$ cat config.mk
export PLATFORM = sky130hd
export DESIGN_NAME = nn_sigmoid_arbiter
export DESIGN_NICKNAME = d
export VERILOG_FILES = /design/src/rtl/nn_ctrl_pkg.sv /design/src/rtl/nn_sigmoid_arbiter_rr_arbiter.sv /design/src/rtl/nn_sigmoid_arbiter.sv
export SDC_FILE = /design/constraint.sdc
export NUM_CORES = 1
export LEC_CHECK = 0
export BUFFER_PORTS_ARGS = -buffer_cell sky130_fd_sc_hd__buf_2
export CAP_MARGIN = 15
export CORE_AREA = 4 4 119 121
export DETAILED_ROUTE_END_ITERATION = 6
export DIE_AREA = 0 0 123 125
export PLACE_DENSITY_LB_ADDON = 0.25
export SLEW_MARGIN = 20
export SYNTH_ARGS = -nofsm -noshare
export SYNTH_HDL_FRONTEND = slang
export SYNTH_SLANG_ARGS = --single-unit
$ cat constraint.sdc
create_clock -name clk -period 5 [get_ports clk]
set_input_delay 0.5 -clock clk [delete_from_list [all_inputs] [get_ports clk]]
set_output_delay 0.5 -clock clk [all_outputs]
set_load 0.02 [all_outputs]
$ cat src/rtl/nn_ctrl_pkg.sv
// Shared types and constants for the NN control path.
// Holds the sigmoid arbiter state encoding and float helpers.
package nn_ctrl_pkg;

   typedef enum logic [1:0] {
      IDLE,
      ISSUE,
      WAIT,
      RESP
   } arb_state_t;

   localparam int DEF_TIMEOUT_CYCLES = 255;

   localparam logic [31:0] FP_ZERO = 32'h0000_0000;
   localparam logic [31:0] FP_HALF = 32'h3F00_0000;

   function automatic int float_w(input int e_w, input int m_w);
      return e_w + m_w;
   endfunction

endpackage

$ cat src/rtl/nn_sigmoid_arbiter_rr_arbiter.sv
// Combinational round-robin picker.
// Scans from last_grant+1 modulo NUM_REQ for the first request.
module rr_arbiter #(
   parameter  int NUM_REQ = 3,
   localparam int IW      = $clog2(NUM_REQ)
) (
   input  logic [NUM_REQ-1:0] req,
   input  logic [IW-1:0]      last_grant,
   output logic [NUM_REQ-1:0] grant,
   output logic [IW-1:0]      grant_idx,
   output logic               any
);

   logic [IW:0]   sum;
   logic [IW-1:0] idx;

   // Walk farthest-first so the nearest requester wins the last write.
   always_comb begin
      grant     = '0;
      grant_idx = '0;
      any       = |req;
      sum       = '0;
      idx       = '0;
      for (int k = NUM_REQ; k >= 1; k--) begin
         sum = {1'b0, last_grant} + (IW+1)'(k);
         if (sum >= (IW+1)'(NUM_REQ))
            sum = sum - (IW+1)'(NUM_REQ);
         idx = sum[IW-1:0];
         if (req[idx]) begin
            grant      = '0;
            grant[idx] = 1'b1;
            grant_idx  = idx;
         end
      end
   end

endmodule

$ cat src/rtl/nn_sigmoid_arbiter.sv
// Time-shares one multi-cycle sigmoid unit between NUM_REQ requesters.
// Round-robin accept, one-cycle issue pulse, watchdog wait, one-cycle response.
module nn_sigmoid_arbiter
   import nn_ctrl_pkg::*;
#(
   parameter  int exp_width      = 8,
   parameter  int mant_width     = 24,
   parameter  int NUM_REQ        = 3,
   parameter  int TIMEOUT_CYCLES = DEF_TIMEOUT_CYCLES,
   localparam int W              = float_w(exp_width, mant_width),
   localparam int IW             = $clog2(NUM_REQ),
   localparam int CW             = $clog2(TIMEOUT_CYCLES + 1)
) (
   input  logic                 clk,
   input  logic                 rst,
   input  logic [2:0]           round_mode,
   input  logic [NUM_REQ-1:0]   req_valid,
   input  logic [NUM_REQ*W-1:0] req_data,
   output logic [NUM_REQ-1:0]   req_ready,
   output logic [NUM_REQ-1:0]   rsp_valid,
   output logic [W-1:0]         rsp_data,
   output logic                 rsp_timeout,
   output logic                 busy,
   output logic [W-1:0]         sig_in_x,
   output logic                 sig_in_valid,
   output logic [2:0]           sig_round_mode,
   input  logic [W-1:0]         sig_out,
   input  logic                 sig_out_valid
);

   arb_state_t state, state_nxt;

   logic [IW-1:0]      last_grant;
   logic [IW-1:0]      g_reg;
   logic [W-1:0]       op_reg;
   logic [W-1:0]       res_reg;
   logic               to_reg;
   logic [CW-1:0]      cnt;
   logic [NUM_REQ-1:0] gnt;
   logic [IW-1:0]      gnt_idx;
   logic               gnt_any;
   logic [W-1:0]       req_arr [NUM_REQ];
   logic               expired;

   always_comb begin
      for (int i = 0; i < NUM_REQ; i++)
         req_arr[i] = req_data[i*W +: W];
   end

   rr_arbiter #(.NUM_REQ(NUM_REQ)) u_rr (
      .req        (req_valid),
      .last_grant (last_grant),
      .grant      (gnt),
      .grant_idx  (gnt_idx),
      .any        (gnt_any)
   );

   assign expired        = (cnt == CW'(TIMEOUT_CYCLES - 1));
   assign sig_in_x       = op_reg;
   assign sig_round_mode = round_mode;

   always_comb begin
      state_nxt    = state;
      req_ready    = '0;
      sig_in_valid = 1'b0;
      rsp_valid    = '0;
      rsp_data     = '0;
      rsp_timeout  = 1'b0;
      busy         = (state != IDLE);
      unique case (state)
         IDLE: begin
            // Gated so reset silences the grant path too.
            req_ready = rst ? '0 : gnt;
            if (gnt_any)
               state_nxt = ISSUE;
         end
         ISSUE: begin
            sig_in_valid = 1'b1;
            state_nxt    = WAIT;
         end
         WAIT: begin
            if (sig_out_valid || expired)
               state_nxt = RESP;
         end
         RESP: begin
            rsp_valid   = NUM_REQ'(1) << g_reg;
            rsp_data    = res_reg;
            rsp_timeout = to_reg;
            state_nxt   = IDLE;
         end
      endcase
   end

   always_ff @(posedge clk or posedge rst) begin
      if (rst) begin
         state      <= IDLE;
         last_grant <= IW'(NUM_REQ - 1);
         g_reg      <= '0;
         op_reg     <= '0;
         res_reg    <= '0;
         to_reg     <= 1'b0;
         cnt        <= '0;
      end else begin
         state <= state_nxt;
         unique case (state)
            IDLE: begin
               if (gnt_any) begin
                  op_reg <= req_arr[gnt_idx];
                  g_reg  <= gnt_idx;
               end
            end
            ISSUE: cnt <= '0;
            WAIT: begin
               cnt <= cnt + 1'b1;
               // A result on the last count still beats the watchdog.
               if (sig_out_valid) begin
                  res_reg <= sig_out;
                  to_reg  <= 1'b0;
               end else if (expired) begin
                  res_reg <= '0;
                  to_reg  <= 1'b1;
               end
            end
            RESP: last_grant <= g_reg;
         endcase
      end
   end

endmodule
Word level (Yosys, flattened, before mapping)
Index checks and enable logic that the tools add are counted.
{ "word_totals": {"word_cells": 82, "out_inout_bits": 76, "input_bits": 137, "register_bits": 79} }
{ "classes": {"shift": 1, "reduce_logical": 12, "n_bitwise": 1, "n_eq_ne": 6, "addsub": 7, "n_mux": 38, "order_cmp": 10} }
{ "op_table": {"columns": ["operator", "n"], "rows": [
  ["$mux 32", 5],
  ["$bmux 32 s2", 1],
  ["$mux 3", 6],
  ["$mux 2", 8],
  ["$pmux 8 s2", 1],
  ["$mux 1", 10],
  ["$ge 3x2->1 const B", 3],
  ["$lt 2x3->1 const B", 3],
  ["$add 8x1->8 const B", 1],
  ["$eq 8x8->1 const B", 1],
  ["$pmux 2 s4", 1],
  ["$add 2x2->3 const B", 2],
  ["$bmux 1 s2", 3],
  ["$demux 1 s2", 3],
  ["$ge 2x1->1 const B", 3],
  ["$reduce_and 2->1", 3],
  ["$reduce_bool 2->1", 3],
  ["$sub 2x2->2 const B", 3],
  ["$eq 2x2->1 const B", 2],
  ["$ne 2x2->1 const B", 2],
  ["$add 2x1->3 const B", 1],
  ["$ge 3x3->1 const B", 1],
  ["$logic_and 1x1->1", 3],
  ["$not 2->3", 1],
  ["5 further kinds", 5]
]} }

Depth between registers and ports, before layout
Gate-level depths: netlist of the first run.
{ "logic_depth": {"ltp_word": 12, "mapped_depth": 9, "depth_no_buf": 6} }

Hierarchy
A second synthesis of the first run with hierarchy kept.
{ "unflattened": {"hier_cells": 455, "hier_area_um2": 4424.2} }
{ "by_module_without_submodules": {"columns": ["module", "cells_each", "instances", "area_per_inst_um2", "seq_area_each_um2"], "rows": [
  ["nn_sigmoid_arbiter", 402, 1, 4018.9, 1978.1],
  ["rr_arbiter", 53, 1, 405.4, 0.0]
]} }

Worst setup path after synthesis of the first run
OpenSTA, ideal clock, no wires.
{ "synth_timing": {"path_type": "reg-to-output", "from": "reg last_grant[1]", "to": "out req_ready[0]", "path_buffers": 1, "stages_incl_launch_ff": 7, "t_required_ps": 4500, "arrival_ps": 2807, "slack_ps": 1693, "cell_sequence": "dfstp_2 inv_1 ha_1 buf_2 or3b_2 o221a_2 a2111oi_0"} }
{ "synth_via": {"elab_chain_cells": 12, "word_cells_on_any_way": 38, "classes_between": "6 x add/sub; 9 x order compare; 20 x mux; 3 x reduce/logical"} }
{ "synth_rtl": {"columns": ["item", "line_no", "text"], "rows": [
  ["from (decl)", "nn_sigmoid_arbiter.sv:33", "logic [IW-1:0] last_grant;"],
  ["from (signal assigned)", "nn_sigmoid_arbiter.sv:97", "last_grant <= IW'(NUM_REQ - 1);"],
  ["from (signal assigned)", "nn_sigmoid_arbiter.sv:124", "RESP: last_grant <= g_reg;"],
  ["$add 2x2->3", "nn_sigmoid_arbiter_rr_arbiter.sv:25", "sum = {1'b0, last_grant} + (IW+1)'(k);"],
  ["$ge 3x2->1 / $sub 2x2->2 (equally long branches)", "nn_sigmoid_arbiter_rr_arbiter.sv:26, nn_sigmoid_arbiter_rr_arbiter.sv:27", null],
  ["$mux 2", "nn_sigmoid_arbiter_rr_arbiter.sv:26", "if (sum >= (IW+1)'(NUM_REQ))"],
  ["$lt 2x3->1 (implied by the code) / $ge 2x1->1 (equally long branches)", "nn_sigmoid_arbiter_rr_arbiter.sv:31", "grant[idx] = 1'b1;"],
  ["$logic_and 1x1->1 (implied by the code)", "nn_sigmoid_arbiter_rr_arbiter.sv:31", null],
  ["$mux 1 (implied by the code)", "nn_sigmoid_arbiter_rr_arbiter.sv:31", null],
  ["$demux 1 s2", null, null],
  ["$mux 3 (2 in a row)", "nn_sigmoid_arbiter_rr_arbiter.sv:29", "if (req[idx]) begin"],
  ["$mux 3 *", "nn_sigmoid_arbiter_rr_arbiter.sv:29", null],
  ["$mux 3 *", "nn_sigmoid_arbiter.sv:73", "req_ready = rst ? '0 : gnt;"],
  ["$mux 3 *", "nn_sigmoid_arbiter.sv:70", "unique case (state)"],
  ["to (decl)", "nn_sigmoid_arbiter.sv:19", "output logic [NUM_REQ-1:0] req_ready,"]
]} }
Every way passes the cells marked *; elsewhere a longest branch is shown, timed or not. The select of a mux whose other input is x is not followed.

Worst setup path in the final report of the first run
Same ends and word-level chain as after synthesis.

==> summary.md, run 1 <==
| Metric | Value |
|---|---|
| Outcome | `complete, no violations` |
| Die Span Y | `125 µm` |
| Total met2 wirelength after detailed routing | `roughly 6000 µm` |
| CP max FO | `12` |
| LEAKAGE | `roughly 3.3 nW` |
| Total of warnings raised by yosys | `0` |
| Met3 wire length | `around 1300 µm` |
| Count of TritonRoute iterations in the first routing pass | `4` |
| Smallest hold slack | `about 0.14 ns` |
| Final setup violation count | `0` |
| Mean area per synthesized cell | `9.81 µm²` |
| Routed Antenna Nets | `0` |
| Clock root buffer | `sky130_fd_sc_hd__clkbuf_16` |
| Cell-internal power | `2.12 mW` |
| Clk pwr share | `slightly below 20%` |
| Hold Crit Class | `input pin to async pin` |
| Count of input and output buffers | `206` |
| CP Data Arrival Time | `between 2 and 3 ns` |
| Most frequent standard cell in the layout excluding fill and tap cells | `sky130_fd_sc_hd__buf_2` |
| Vias in the first global route | `just over 4k` |
| Leading register cell type out of synthesis | `sky130_fd_sc_hd__dfrtp_1` |
| Post-synthesis compound-gate area fraction | `approximately a fifth` |
| Critical Path Source Type | `flop` |
| Crit path time final | `around 3.2 ns` |
| Number of clock sinks | `between 70 and 80` |
| Switching Share | `between 40% and 50%` |
| Share of synthesized cell area in and, or, nand and nor gates | `around 18%` |
| Synthesized-area fraction occupied by adder cells | `2.52%` |
| Most frequent cells in the layout | `sky130_fd_sc_hd__buf_2 (206), sky130_fd_sc_hd__dfrtp_1 (78), sky130_fd_sc_hd__inv_1 (43), sky130_fd_sc_hd__mux2i_1 (36)` |
| Number of failing hold endpoints at the final stage | `0` |
| Setup Total Neg Slack | `0 ns` |
| Max-slew violation count | `0` |
| Detailed-route via count | `~4k` |
| # H-tree levels | `3` |
| Global-route wire length before repair | `about 20000 µm` |
| Pin count of the biggest net entering global routing | `62` |
| Fraction of power consumed by sequential logic | `a little under a third` |
| Number of max-capacitance violations reported | `0` |
| Ports | `between 200 and 250` |
| Via density per instance | `~5` |
| Inserted Diodes | `0` |
| GRT Overall Usage | `approximately 16%` |
| Layout-stage area growth over the synthesis result | `32.3%` |
| Distinct cells, synth | `53` |
| Sequential fraction of the synthesis area | `between 40 and 50%` |
| Transition at the pin with the smallest max-transition slack | `0.956 ns` |
| P per Cell Area | `slightly above 600 nW/µm²` |
| Syn nets | `roughly 600` |
| Floorplan row count | `42` |
| DP Cell Count | `roughly 800` |
| Number of synthesized register bits | `between 70 and 80` |
| Comb power frac | `50.2%` |
| Share of synthesized area spent on multiplexers | `approximately 8.3%` |
| Placer's final routability congestion estimate | `0.838` |
| Hold bufs inserted after CTS | `0` |
| Post-layout net count | `slightly below 800` |
| Gate count of the mapped netlist | `roughly 460` |
| Synth Area in XOR/XNOR | `less than 1%` |
| WP data required | `~4.5 ns` |
| Cell area after synthesis | `4470 µm²` |
| Number of synthesized flops with an enable pin | `0` |
| Effective utilization at floorplan | `between 30% and 40%` |
| Number of DRC markers in iteration 0 | `between 150 and 200` |
| Half-perimeter wire length of the detailed placement result | `9420 µm` |
| Largest buffer count on any clock path | `2` |
| Worst-case headroom to the max-slew limit | `roughly 36%` |
| Die outline area | `approximately 15000 µm²` |
| Pre-CTS WS | `2.01 ns` |
| Path type of the worst setup path | `flop to output port` |
| Core box area | `around 13000 µm²` |
| Clock slew at reported path FFs | `0.06 ns` |
| Proportion of register bits with asynchronous set or reset after synthesis | `between 90% and 100%` |
| RSZ-0062 raised after global routing | `no` |
| VDD IR max | `203 µV` |
| Routed wire per std cell | `15.3 µm` |
| Post-Route Skew | `roughly 0.0046 ns` |
| Final cell count without fillers | `823` |
| Number of fill cells | `approximately 1.2k` |
| Total Routed Length | `12600 µm` |
| Post-Route M1 WL | `between 5000 and 6000 µm` |
| Die width | `approximately 120 µm` |
| Clock network latency to the later pin of the worst-skew pair | `between 0.3 and 0.4 ns` |
| Cells resized by post-CTS repair | `0` |
| CTS tree | `yes` |
| DRC violation count after routing | `0` |
| Residual overflow from global routing | `0` |
| Post-route core utilization | `45.2%` |
| Buffers inserted during post-CTS setup optimization | `0` |
| Initial antenna violation count | `0` |
| Net load switching power | `approximately 1.5 mW` |
| Combinational family with the most area after synthesis | `compound AO/OA/AOI/OAI gates` |
| Cts bufs inserted | `9` |
| Post-route setup slack | `between 1.5 and 2 ns` |
| Top routing layer in use | `met4` |
| Maximum frequency from static timing analysis | `around 310 MHz` |
| Proportion of layout cells with a drive suffix above 1 | `38.2%` |
| Worst Setup End Kind | `output port` |
| Tcrit/Tclk final | `64.0%` |
-- Yosys cell counts, drive strengths merged, types with 3 or more instances --
cell type,n,area (µm²)
nor2,22,82.6
nand2,34,128
nor2b,4,25.0
ha,9,113
buf,14,101
and3,34,213
dfrtp,78,1950
nand4,3,18.8
a21oi,6,30.0
and2,34,215
nand3,5,25.0
clkbuf,22,85.1
mux2i,36,360
o22ai,3,18.8
o221ai,20,181
inv,45,169
o21ai,12,60.1
a21o,33,248
a221oi,13,176
-- cell families (layout without fill, tap and decap cells) --
family | Yosys count | count (layout)
buffers and inverters | 81 | 272
XOR/XNOR | 1 | 1
adder cells (fa/ha/maj) | 9 | 9
flip-flops | 79 | 79
multiplexers | 37 | 37
AND/OR/NAND/NOR | 150 | 150
AO/OA/AOI/OAI | 99 | 99
-- metrics by stage --
stage	power, mW	cell area (µm²)
floorplan	2.41	4470
CTS	3.67	5920
detailed placement	2.93	5590
global placement	2.87	5580
finish	3.61	5920
global route	3.89	5920
-- worst max-delay path, cell delays in order (launching register included) --
cell and delay (ns):
sky130_fd_sc_hd__dfstp_2 0.53, sky130_fd_sc_hd__inv_1 0.06, sky130_fd_sc_hd__ha_1 0.43, sky130_fd_sc_hd__or3b_2 0.58
sky130_fd_sc_hd__o221a_2 0.16, sky130_fd_sc_hd__a2111oi_0 0.35, sky130_fd_sc_hd__buf_2 0.25
-- layer usage --
layer	up-vias	GRT usage, %
met5	-	0
met4	0	6.45
met3	22	4.43
met2	175	27.0
met1	1900	19.8
li1	1968	-
-- power groups by stage --
stage / Sequential, mW / Combinational (mW) / Clock (mW)
3_5_place_dp: 1.09 / 1.84 / 0
3_3_place_gp: 1.08 / 1.78 / 0
2_1_floorplan: 1.22 / 1.20 / 0
6_report: 1.08 / 1.81 / 0.713
5_1_grt: 1.12 / 2.00 / 0.766
4_1_cts: 1.09 / 1.85 / 0.740
-- final timing paths --
kind	startpoint	endpoint	slack, ns	cells past startpoint
min reg2reg	res_reg[18]	res_reg[18]	0.47	1
max reg2reg	last_grant[1]	sig_in_x[14]	2.05	6
min	rst	sig_in_x[31]	0.14	2
min in group clk	req_data[75]	sig_in_x[11]	0.40	3
max	last_grant[1]	req_ready[0]	1.80	6
max in group asynchronous	rst	sig_in_x[26]	3.76	3
-- cell type report --
type,instances,area (µm²),area share [%]
sequential,79,1980,33.4
timing repair buffer,211,1080,18.2
clock buffer,13,260,4.40
inverter,45,170,2.88
tap,176,220,3.72
clock inverter,3,65.1,1.10
multi-input combinational,296,2150,36.3
Power figures use the tool's default switching activity.
==> run 2: changes to the inputs <==
--- a/config.mk
+++ b/config.mk
@@ -5,11 +5,12 @@
 export SDC_FILE = /design/constraint.sdc
 export NUM_CORES = 1
 export LEC_CHECK = 0
+export ABC_AREA = 1
 export BUFFER_PORTS_ARGS = -buffer_cell sky130_fd_sc_hd__buf_2
 export CAP_MARGIN = 15
-export CORE_AREA = 4 4 119 121
+export CORE_AREA = 4 4 121 123
 export DETAILED_ROUTE_END_ITERATION = 6
-export DIE_AREA = 0 0 123 125
+export DIE_AREA = 0 0 125 127
 export PLACE_DENSITY_LB_ADDON = 0.25
 export SLEW_MARGIN = 20
 export SYNTH_ARGS = -nofsm -noshare
==> constraint.sdc (replaced) <==
create_clock -name clk -period 3.31 [get_ports clk]
set_input_delay 0.331 -clock clk [delete_from_list [all_inputs] [get_ports clk]]
set_output_delay 0.331 -clock clk [all_outputs]
set_load 0.02 [all_outputs]
==> summary.md, run 2 <==
| Metric | Value |
|---|---|
| Clock slew at reported path FFs | `0.06 ns (about the same)` |
| Leading cell types by count after synthesis | `sky130_fd_sc_hd__nand2_1 (265), sky130_fd_sc_hd__inv_1 (103), sky130_fd_sc_hd__nand3_1 (83) (was sky130_fd_sc_hd__dfrtp_1 (78), sky130_fd_sc_hd__inv_1 (44), sky130_fd_sc_hd__mux2i_1 (36))` |
| GRT Overall Usage | `16.9% (was 16.2%)` |
| Post-layout net count | `998 (was 788)` |
| Die outline area | `15900 µm² (was 15400 µm²)` |
| Share of synthesized area spent on multiplexers | `0% (was 8.31%)` |
| Leading register cell type out of synthesis | `sky130_fd_sc_hd__dfrtp_1 (unchanged)` |
| Post-route core utilization | `44.4% (was 45.2%)` |
| Global-route wire length before repair | `22300 µm (was 20000 µm)` |
| LEAKAGE | `3.77 nW (was 3.34 nW)` |
| Yosys top cell area share | `41.8% (was 43.6%)` |
| Post-synthesis compound-gate area fraction | `6.03% (was 18.7%)` |
| Number of synthesized register bits | `79 (unchanged)` |
| Routed wire per std cell | `13.1 µm (was 15.3 µm)` |
| Detailed-route via count | `4776 (was 4065)` |
| Cell area after synthesis | `4670 µm² (was 4470 µm²)` |
| Cell depth of the worst flop-to-flop path | `13 (was 6)` |
| Share of synthesized cell area in and, or, nand and nor gates | `35.5% (was 18.1%)` |
| Transition at the pin with the smallest max-transition slack | `0.717 ns (was 0.956 ns)` |
| Synthesized-area fraction occupied by adder cells | `2.41% (was 2.52%)` |
| Mean area per synthesized cell | `7.03 µm² (was 9.81 µm²)` |
| Max-slew violation count | `0 (unchanged)` |
| Combinational family with the most area after synthesis | `simple AND/OR/NAND/NOR gates (was compound AO/OA/AOI/OAI gates)` |
| Via density per instance | `4.61 (was 4.94)` |
| Number of synthesized flops with an enable pin | `0 (unchanged)` |
| Worst Setup End Kind | `output port (unchanged)` |
| Most frequent standard cell in the layout excluding fill and tap cells | `sky130_fd_sc_hd__nand2_1 (was sky130_fd_sc_hd__buf_2)` |
| Initial antenna violation count | `0 (unchanged)` |
| Count of TritonRoute iterations in the first routing pass | `5 (was 4)` |
| Number of max-capacitance violations reported | `0 (unchanged)` |
| Tcrit/Tclk final | `a little over four fifths` |
| Proportion of layout cells with a drive suffix above 1 | `28.8% (was 38.2%)` |
| CTS tree | `yes (unchanged)` |
| Most frequent cells in the layout | `sky130_fd_sc_hd__nand2_1 (265), sky130_fd_sc_hd__buf_2 (206), sky130_fd_sc_hd__inv_1 (102), sky130_fd_sc_hd__nand3_1 (83), sky130_fd_sc_hd__dfrtp_1 (78) (was sky130_fd_sc_hd__buf_2 (206), sky130_fd_sc_hd__dfrtp_1 (78), sky130_fd_sc_hd__inv_1 (43), sky130_fd_sc_hd__mux2i_1 (36))` |
| Maximum frequency from static timing analysis | `~360 MHz` |
| Total Routed Length | `13600 µm (was 12600 µm)` |
| Syn nets | `810 (was 602)` |
| Cts bufs inserted | `9 (unchanged)` |
| Core box area | `13700 µm² (was 13100 µm²)` |
| Final setup violation count | `0 (unchanged)` |
| P per Cell Area | `984 nW/µm² (was 610 nW/µm²)` |
| Setup Total Neg Slack | `0 ns (unchanged)` |
| RSZ-0062 raised after global routing | `no (unchanged)` |
| Worst-case headroom to the max-slew limit | `52.1% (was 36.0%)` |
| Hold bufs inserted after CTS | `0 (unchanged)` |
| CP Data Arrival Time | `2.46 ns (was 2.70 ns)` |
| Proportion of register bits with asynchronous set or reset after synthesis | `100% (unchanged)` |
| Most common cell in the synthesized netlist | `sky130_fd_sc_hd__nand2_1 (was sky130_fd_sc_hd__dfrtp_1)` |
| Total of warnings raised by yosys | `0 (unchanged)` |
| Outcome | `complete, no violations (unchanged)` |
| Synth Area in XOR/XNOR | `0% (was 0.196%)` |
| Count of input and output buffers | `206 (unchanged)` |
| WP data required | `2.98 ns (was 4.50 ns)` |
| # H-tree levels | `3 (unchanged)` |
| Path type of the worst setup path | `flop to output port (unchanged)` |
| Residual overflow from global routing | `0 (unchanged)` |
| Die Span Y | `127 µm (was 125 µm)` |
| Ports | `213 (unchanged)` |
| Inserted Diodes | `0 (unchanged)` |
| Effective utilization at floorplan | `34.2% (about the same)` |
| Cells resized by post-CTS repair | `0 (unchanged)` |
| Half-perimeter wire length of the detailed placement result | `10000 µm (was 9420 µm)` |
| Critical Path Source Type | `flop (unchanged)` |
| Floorplan row count | `43 (was 42)` |
| Die width | `125 µm (was 123 µm)` |
| DRC violation count after routing | `0 (unchanged)` |
| Clock root buffer | `sky130_fd_sc_hd__clkbuf_16 (unchanged)` |
| Distinct cells, synth | `30 (was 53)` |
| Area contributors post-synth | `sky130_fd_sc_hd__dfrtp_1 (42%), sky130_fd_sc_hd__nand2_1 (21%), sky130_fd_sc_hd__nand3_1 (8.9%) (was sky130_fd_sc_hd__dfrtp_1 (44%), sky130_fd_sc_hd__mux2i_1 (8.1%), sky130_fd_sc_hd__a21o_1 (5.5%))` |
| Terminus of the critical flop-to-flop path | `sig_in_x[1] (was sig_in_x[14])` |
| Setup slack of the worst register-to-register path | `0.65 ns (was 2.05 ns)` |
| Gate count of the mapped netlist | `664 (was 456)` |
| Cell accounting for the most synthesized area | `sky130_fd_sc_hd__dfrtp_1 (unchanged)` |
| CP max FO | `9 (was 12)` |
| Origin of the critical flop-to-flop path | `last_grant[1] (unchanged)` |
| Hold Crit Class | `input pin to async pin (unchanged)` |
| Buffers inserted during post-CTS setup optimization | `0 (unchanged)` |
| Pin count of the biggest net entering global routing | `53 (was 62)` |
| Clock network latency to the later pin of the worst-skew pair | `0.34 ns (was 0.33 ns)` |
| Routed Antenna Nets | `0 (unchanged)` |
| Post-Route Skew | `0.00800 ns (was 0.00464 ns)` |
| Smallest hold slack | `0.0854 ns (was 0.138 ns)` |
| Placer's final routability congestion estimate | `0.853 (was 0.838)` |
| Number of clock sinks | `79 (unchanged)` |
| Number of DRC markers in iteration 0 | `277 (was 157)` |
| Largest buffer count on any clock path | `2 (unchanged)` |
| Layout-stage area growth over the synthesis result | `29.8% (was 32.3%)` |
| Vias in the first global route | `4592 (was 4140)` |
| Number of failing hold endpoints at the final stage | `0 (unchanged)` |
| Sequential fraction of the synthesis area | `42.4% (was 44.2%)` |
| Crit path time final | `roughly 2.8 ns` |
| VDD IR max | `346 µV (was 203 µV)` |
-- run 2: cell count changes in the layout (fill, tap and decap cells not counted), moves of 34 or more --
| cell | change |
|---|---|
| sky130_fd_sc_hd__nand2_1 | +231 |
| sky130_fd_sc_hd__and3_1 | -34 |
| sky130_fd_sc_hd__nand3_1 | +78 |
| sky130_fd_sc_hd__mux2i_1 | -36 |
| sky130_fd_sc_hd__inv_1 | +59 |
-- run 2: kinds of logic after synthesis --
family	after synthesis
AND/OR/NAND/NOR	387
adder cells (fa/ha/maj)	9
AO/OA/AOI/OAI	44
buffers and inverters	145
flip-flops	79
-- run 2: worst max-delay path: stages, from the launching register on --
cell                      delay (ns)
sky130_fd_sc_hd__dfstp_2        0.53
sky130_fd_sc_hd__inv_1          0.06
sky130_fd_sc_hd__ha_1           0.50
sky130_fd_sc_hd__inv_2          0.07
sky130_fd_sc_hd__nand2_1        0.07
sky130_fd_sc_hd__nand2_1        0.05
sky130_fd_sc_hd__o21ai_0        0.07
sky130_fd_sc_hd__o21ai_0        0.17
sky130_fd_sc_hd__o21ai_0        0.17
sky130_fd_sc_hd__o21ai_0        0.11
sky130_fd_sc_hd__a21oi_1        0.15
sky130_fd_sc_hd__buf_2          0.18
-- run 2: metrics by stage --
| stage | worst slack [ns] | power (mW) | area [µm²] | instances |
|---|---|---|---|---|
| finish | 0.522 | 5.96 | 6060 | 1037 |
| global route | 0.247 | 6.52 | 6060 | 1037 |
| CTS | 0.498 | 6.04 | 6060 | 1037 |
| detailed placement | 0.633 | 5.00 | 5760 | 1021 |
| global placement | 0.686 | 4.97 | 5760 | 1021 |
| floorplan | 0.957 | 4.22 | 4670 | 664 |
-- run 2: routing by layer --
metal | vias up | wire (µm) | global-route usage (%)
met4 | 0 | 175 | 4.97
met3 | 16 | 1330 | 5.02
met5 | - | 0 | 0
met1 | 2138 | 5870 | 21.9
met2 | 199 | 6190 | 27.5
li1 | 2423 | - | -
-- run 2: power by group --
group / leakage, nW / total [mW] / switching [mW] / internal (mW)
clock: 0.148 / 1.02 / 0.424 / 0.593
combinational: 2.63 / 3.29 / 2.26 / 1.03
sequential: 0.987 / 1.66 / 0.243 / 1.42
total: 3.77 / 5.96 / 2.93 / 3.04
-- run 2: layout make-up --
| class | instances | area (µm²) |
|---|---|---|
| fill | 1441 | 7600 |
| sequential | 79 | 1980 |
| tap | 180 | 225 |
| inverter | 108 | 409 |
| multi-input combinational | 440 | 2050 |
| clock buffer | 9 | 225 |
| timing repair buffer | 214 | 1090 |
| clock inverter | 7 | 80.1 |
-- run 2: worst max path at each step --
stage | start | end | slack [ns]
detailed placement | last_grant[1] | sig_in_x[1] | 0.63
finish | last_grant[1] | req_ready[0] | 0.52
CTS | last_grant[1] | req_ready[0] | 0.50
global placement | last_grant[1] | sig_in_x[27] | 0.69
floorplan | rst | cnt[0] | 0.96
global route | last_grant[1] | req_ready[1] | 0.25
